[src/rtl/serv_rf_ser_pkg.sv]
// Shared types and constants for the register-file operand serializer.
package serv_rf_ser_pkg;

    localparam int unsigned XLEN_DEF = 32;
    localparam int unsigned AW_DEF   = 5;
    localparam int unsigned CNT_W    = 5;
    localparam logic [CNT_W-1:0] CNT_LAST = CNT_W'(31);

    typedef enum logic [2:0] {
        IDLE,
        RD1,
        RD2,
        SHIFT,
        WB
    } state_t;

endpackage

[src/rtl/serv_rf_ser_sreg.sv]
// Word register with parallel load and LSB-first serial shift (serial-in at MSB).
module serv_rf_ser_sreg #(
    parameter int unsigned W = 32
) (
    input  logic         clk,
    input  logic         i_rst,
    input  logic         i_load,
    input  logic [W-1:0] i_data,
    input  logic         i_shift,
    input  logic         i_sin,
    output logic [W-1:0] o_q,
    output logic         o_sout
);

    always_ff @(posedge clk or negedge i_rst) begin
        if (!i_rst) begin
            o_q <= '0;
        end else if (i_load) begin
            o_q <= i_data;
        end else if (i_shift) begin
            o_q <= {i_sin, o_q[W-1:1]};
        end
    end

    assign o_sout = o_q[0];

endmodule

[src/rtl/serv_rf_ser.sv]
// Fetches rs1/rs2 from the RF RAM, streams them bit-serially to the ALU and writes the
// serial result back to rd. Optional parity generation/checking under SERV_RF_PARITY_EN.
module serv_rf_ser
    import serv_rf_ser_pkg::*;
#(
    parameter int unsigned XLEN = XLEN_DEF,
    parameter int unsigned AW   = AW_DEF
) (
    input  logic            clk,
    input  logic            i_rst,
    input  logic            i_start,
    input  logic [AW-1:0]   i_rs1_addr,
    input  logic [AW-1:0]   i_rs2_addr,
    input  logic [AW-1:0]   i_rd_addr,
    input  logic            i_rd_en,
    output logic            o_rf_req,
    output logic            o_rf_we,
    output logic [AW-1:0]   o_rf_addr,
    output logic [XLEN-1:0] o_rf_wdata,
    output logic            o_rf_wpar,
    input  logic [XLEN-1:0] i_rf_rdata,
    input  logic            i_rf_rpar,
    input  logic            i_rf_ack,
    output logic            o_en,
    output logic            o_init,
    output logic            o_cnt_done,
    output logic            o_rs1,
    output logic            o_rs2,
    input  logic            i_rd,
    output logic            o_done,
    output logic            o_par_err
);

    state_t           state;
    logic [CNT_W-1:0] cnt;
    logic [AW-1:0]    rs1_addr;
    logic [AW-1:0]    rs2_addr;
    logic [AW-1:0]    rd_addr;
    logic             rd_en;
    logic             done_q;

    logic             ld_rs1;
    logic             ld_rs2;
    logic             shift_en;
    logic             acc_done;
    logic [XLEN-1:0]  ld_data;
    logic [XLEN-1:0]  rd_word;
    logic [XLEN-1:0]  rs1_q_unused;
    logic [XLEN-1:0]  rs2_q_unused;
    logic             rs1_bit;
    logic             rs2_bit;

    // RAM port, load strobes and serial framing decoded from the current state
    always_comb begin
        o_rf_req   = 1'b0;
        o_rf_we    = 1'b0;
        o_rf_addr  = '0;
        o_rf_wdata = '0;
        o_en       = 1'b0;
        o_init     = 1'b0;
        o_cnt_done = 1'b0;
        ld_rs1     = 1'b0;
        ld_rs2     = 1'b0;
        shift_en   = 1'b0;
        acc_done   = 1'b0;
        ld_data    = i_rf_rdata;
        case (state)
            RD1: begin
                if (rs1_addr == '0) begin
                    ld_rs1   = 1'b1;
                    ld_data  = '0;
                    acc_done = 1'b1;
                end else begin
                    o_rf_req  = 1'b1;
                    o_rf_addr = rs1_addr;
                    ld_rs1    = i_rf_ack;
                    acc_done  = i_rf_ack;
                end
            end
            RD2: begin
                if (rs2_addr == '0) begin
                    ld_rs2   = 1'b1;
                    ld_data  = '0;
                    acc_done = 1'b1;
                end else begin
                    o_rf_req  = 1'b1;
                    o_rf_addr = rs2_addr;
                    ld_rs2    = i_rf_ack;
                    acc_done  = i_rf_ack;
                end
            end
            SHIFT: begin
                o_en       = 1'b1;
                o_init     = (cnt == '0);
                o_cnt_done = (cnt == CNT_LAST);
                shift_en   = 1'b1;
            end
            WB: begin
                o_rf_req   = 1'b1;
                o_rf_we    = 1'b1;
                o_rf_addr  = rd_addr;
                o_rf_wdata = rd_word;
                acc_done   = i_rf_ack;
            end
            default: ;
        endcase
    end

    always_ff @(posedge clk or negedge i_rst) begin
        if (!i_rst) begin
            state    <= IDLE;
            cnt      <= '0;
            rs1_addr <= '0;
            rs2_addr <= '0;
            rd_addr  <= '0;
            rd_en    <= 1'b0;
            done_q   <= 1'b0;
        end else begin
            done_q <= 1'b0;
            case (state)
                IDLE: begin
                    if (i_start) begin
                        rs1_addr <= i_rs1_addr;
                        rs2_addr <= i_rs2_addr;
                        rd_addr  <= i_rd_addr;
                        rd_en    <= i_rd_en;
                        state    <= RD1;
                    end
                end
                RD1: if (acc_done) state <= RD2;
                RD2: begin
                    if (acc_done) begin
                        cnt   <= '0;
                        state <= SHIFT;
                    end
                end
                SHIFT: begin
                    cnt <= cnt + CNT_W'(1);
                    if (cnt == CNT_LAST) begin
                        if (rd_en && (rd_addr != '0)) begin
                            state <= WB;
                        end else begin
                            state  <= IDLE;
                            done_q <= 1'b1;
                        end
                    end
                end
                WB: begin
                    if (acc_done) begin
                        state  <= IDLE;
                        done_q <= 1'b1;
                    end
                end
                default: state <= IDLE;
            endcase
        end
    end

    serv_rf_ser_sreg #(.W(XLEN)) u_rs1 (
        .clk    (clk),
        .i_rst  (i_rst),
        .i_load (ld_rs1),
        .i_data (ld_data),
        .i_shift(shift_en),
        .i_sin  (1'b0),
        .o_q    (rs1_q_unused),
        .o_sout (rs1_bit)
    );

    serv_rf_ser_sreg #(.W(XLEN)) u_rs2 (
        .clk    (clk),
        .i_rst  (i_rst),
        .i_load (ld_rs2),
        .i_data (ld_data),
        .i_shift(shift_en),
        .i_sin  (1'b0),
        .o_q    (rs2_q_unused),
        .o_sout (rs2_bit)
    );

    // Result register fills from the MSB so the word is aligned after 32 shifts
    serv_rf_ser_sreg #(.W(XLEN)) u_rd (
        .clk    (clk),
        .i_rst  (i_rst),
        .i_load (1'b0),
        .i_data ('0),
        .i_shift(shift_en),
        .i_sin  (i_rd),
        .o_q    (rd_word),
        .o_sout ()
    );

    assign o_rs1  = o_en & rs1_bit;
    assign o_rs2  = o_en & rs2_bit;
    assign o_done = done_q;

`ifdef SERV_RF_PARITY_EN
    logic par_err;
    logic rd_acc;

    assign rd_acc = o_rf_req & ~o_rf_we & i_rf_ack;

    // Sticky until the next accepted start; the transaction itself is not disturbed
    always_ff @(posedge clk or negedge i_rst) begin
        if (!i_rst) begin
            par_err <= 1'b0;
        end else if ((state == IDLE) && i_start) begin
            par_err <= 1'b0;
        end else if (rd_acc && ((^i_rf_rdata) != i_rf_rpar)) begin
            par_err <= 1'b1;
        end
    end

    assign o_rf_wpar = ^o_rf_wdata;
    assign o_par_err = par_err;
`else
    logic rpar_unused;

    assign rpar_unused = i_rf_rpar;
    assign o_rf_wpar   = 1'b0;
    assign o_par_err   = 1'b0;
`endif

endmodule
[config.mk]
export PLATFORM = sky130hd
export DESIGN_NAME = serv_rf_ser
export DESIGN_NICKNAME = d
export VERILOG_FILES = /design/src/rtl/serv_rf_ser_pkg.sv /design/src/rtl/serv_rf_ser_sreg.sv /design/src/rtl/serv_rf_ser.sv
export SDC_FILE = /design/constraint.sdc
export NUM_CORES = 1
export LEC_CHECK = 0
export BUFFER_PORTS_ARGS = -buffer_cell sky130_fd_sc_hd__buf_2
export CORE_ASPECT_RATIO = 1.75
export CORE_MARGIN = 10
export CORE_UTILIZATION = 36
export CTS_BUF_LIST = sky130_fd_sc_hd__clkbuf_2
export DETAILED_ROUTE_END_ITERATION = 7
export GPL_TIMING_DRIVEN = 0
export PLACE_DENSITY = 0.57
export SYNTH_ARGS = -nofsm -noshare
export SYNTH_HDL_FRONTEND = slang
export SYNTH_SLANG_ARGS = --single-unit
export TNS_END_PERCENT = 10
[constraint.sdc]
create_clock -name clk -period 2.1 [get_ports clk]
set_clock_uncertainty 0.15 [all_clocks]
set_input_delay 0.105 -clock clk [delete_from_list [all_inputs] [get_ports clk]]
set_output_delay 0.105 -clock clk [all_outputs]
set_load 0.005 [all_outputs]
==> impl_metrics.ini <==
[status]
status = complete, but fails checks
violations = setup timing

[routing]
drt_iter0_markers = 336
via_per_inst = 5.01
route.detailed.drc = 0
ant_nets = 0
num_vias = 4778
drt_first_pass_iters = 7
wl_per_cell_um = 15.8
wirelength_um = 15100

[floorplan]
initial_core_util_pct = 36.9
fp.dieH_um = 184
ios = 101
rows = 59
coreArea_sq_um = 15000
fp.dieArea_sq_um = 20900
die_w_um = 114

[final_layout]
final_common_cell = nand2_1
area_delta_synth_final_pct = 42.5
utilization_pct = 52.6
nets = 814
stdcell_area_sq_um = 7880
drive_above_1_share_pct = 31.4
layout_common_cells = 138 x nand2_1, 120 x dfrtp_1, 88 x buf_2

[flow_run]
cap_violations = 0

[critical_path]
path_max_fanout = 3
timing.rr.start = rs2_addr[0]
r2r_slack_ns = -0.23
cp-end-kind = output pin
timing.rr.end = u_rs2.o_q[10]
reg2reg_depth = 6
worstPathArrival_ns = 2.40
required_ns = 1.85
crit_type = reg -> out
critPathLaunch = rs2_addr[0]
critPathCapture = o_rf_req
cp-start-kind = register

[cts]
cts_tree = done
cts_buffers = 17
clock_latency_ns = 0.64
clock_path_buffers = 2
htree_levels = 4
root_buffer = clkbuf_2
path_clk_slew_ns = 0.19
clock_sinks = 121

[synthesis]
syn_area_sq_um = 5530
yosysTopAreaCell = dfrtp_1
seq_area_frac_synth_pct = 54.8
synth_area_leaders = dfrtp_1 55%, nand2_1 9.4%, a222oi_1 5.6%
ys_seq_elements = 121
yosysUniqueCellTypes = 39
synth_edf_count = 0
synth_area_per_cell_sq_um = 10.1
ys.flop_type = dfrtp_1
syn_inst = 549
synthArstFlopShare_pct = 100
synth_top_area_share_pct = 54.8
ys_warn_count = 0

[grt]
overflow = 0
grt_max_degree = 63
grt_pass1_wl_um = 24500
grt_use_total_pct = 14.3
first_global_vias = 5113
antenna_found_initial = 1

[power]
ir_drop_mv = 0.605
p_leak_nw = 4.06
p_per_area_nw_per_um2 = 1150

[timing]
tns_ns = -9.20
clock.fmax_mhz = 377
setup_slack_ns = -0.551
setup_violations = 78
final-max-slew-violation-count = 0
period_minus_slack_ns = 2.65
period_share_pct = 126
relSlewSlack_pct = 60.9
holdWs_ns = 0.0781
worst_pin_slew_ns = 0.586
hold_viol = 0
rsz0062_at_grt = true

[worst_hold_path]
min_path_type = in -> reg
hold_depth = 4

[place]
place_area_sq_um = 6280
io_buffers = 97
hpwl_um = 10400
globalplace.congestion = 0.838
pre_cts_slack_ns = -0.341
-- cell usage after synthesis, drive strengths merged, types with 5 or more instances --
master / n
nand2: 140
dfrtp: 121
o21ai: 46
inv: 40
and3: 35
a222oi: 31
mux2i: 31
clkbuf: 23
buf: 19
mux2: 16
a22o: 5
a22oi: 5
-- routing by layer --
metal | vias up | part of all wire (%) | track usage, %
met3 | 14 | 4.3 | 3.73
met5 | - | 0 | 0
met1 | 2338 | 40 | 15.4
li1 | 2322 | - | -
met2 | 104 | 54 | 26.1
met4 | 0 | 1.5 | 5.05
-- flip-flops by register name, indices dropped and copies added (netlist names), 3 cells and up --
| register | cells |
|---|---|
| u_rs2.o_q | 32 |
| state | 3 |
| rs2_addr | 5 |
| rs1_addr | 5 |
| u_rd.o_q | 32 |
| cnt | 5 |
| u_rs1.o_q | 32 |
| rd_addr | 5 |
-- worst max-delay path: stages (launching register included) --
cell and delay [ns]:
dfrtp_1 0.42, or4_4 0.57, or2_4 0.26, a221oi_4 0.27, inv_1 0.10, buf_2 0.14
-- final cells by class --
cell class / instances / area (sq um)
tap: 183 / 229
sequential: 121 / 3030
timing repair buffer: 189 / 1540
buffer: 41 / 368
inverter: 40 / 160
multi-input combinational: 347 / 2300
fill: 1364 / 7110
antenna: 1 / 2.50
clock inverter: 12 / 155
clock buffer: 20 / 100
-- cell families (layout without fill, tap and decap cells) --
family	Yosys count	in the layout	synth area share [%]
compound gates	96	96	12.6
fa+ha+maj	3	3	0.679
buf+inv	82	302	6.86
flops	121	121	54.8
mux	47	47	8.87
other cells	1	3	0.0678
simple gates	199	199	16.2
-- through the flow --
step,std cells,total power [mW]
after detailed placement,831,6.68
after global placement,830,6.57
after CTS,936,8.91
final,954,9.09
after floorplan,550,5.77
after global routing,954,9.78
-- report_power, final --
group	internal [mW]	switching [mW]
clock	0.774	0.841
sequential	3.19	0.575
combinational	1.90	1.82
total	5.86	3.23
-- worst min path at each step --
| stage | startpoint | endpoint | slack [ns] |
|---|---|---|---|
| global route | i_rs2_addr[2] | rs2_addr[2] | 0.01 |
| floorplan | i_rst | cnt[0] | -0.34 |
| finish | i_rf_rdata[17] | u_rs2.o_q[17] | 0.08 |
| CTS | i_rf_rdata[6] | u_rs1.o_q[6] | 0.002 |
| detailed placement | i_rst | u_rd.o_q[22] | -0.03 |
| global placement | i_rd | u_rd.o_q[31] | 0.16 |
-- what timing repair did --
action,CTS,global route
endpoints found under the setup margin,156,123
cloned,0,4
hold buffers,62,0
pin swaps,7,11
resized for setup,71,58
endpoints found under the hold margin,206,0
setup buffers,12,13
Note: power is estimated with default switching activity, not from simulation.
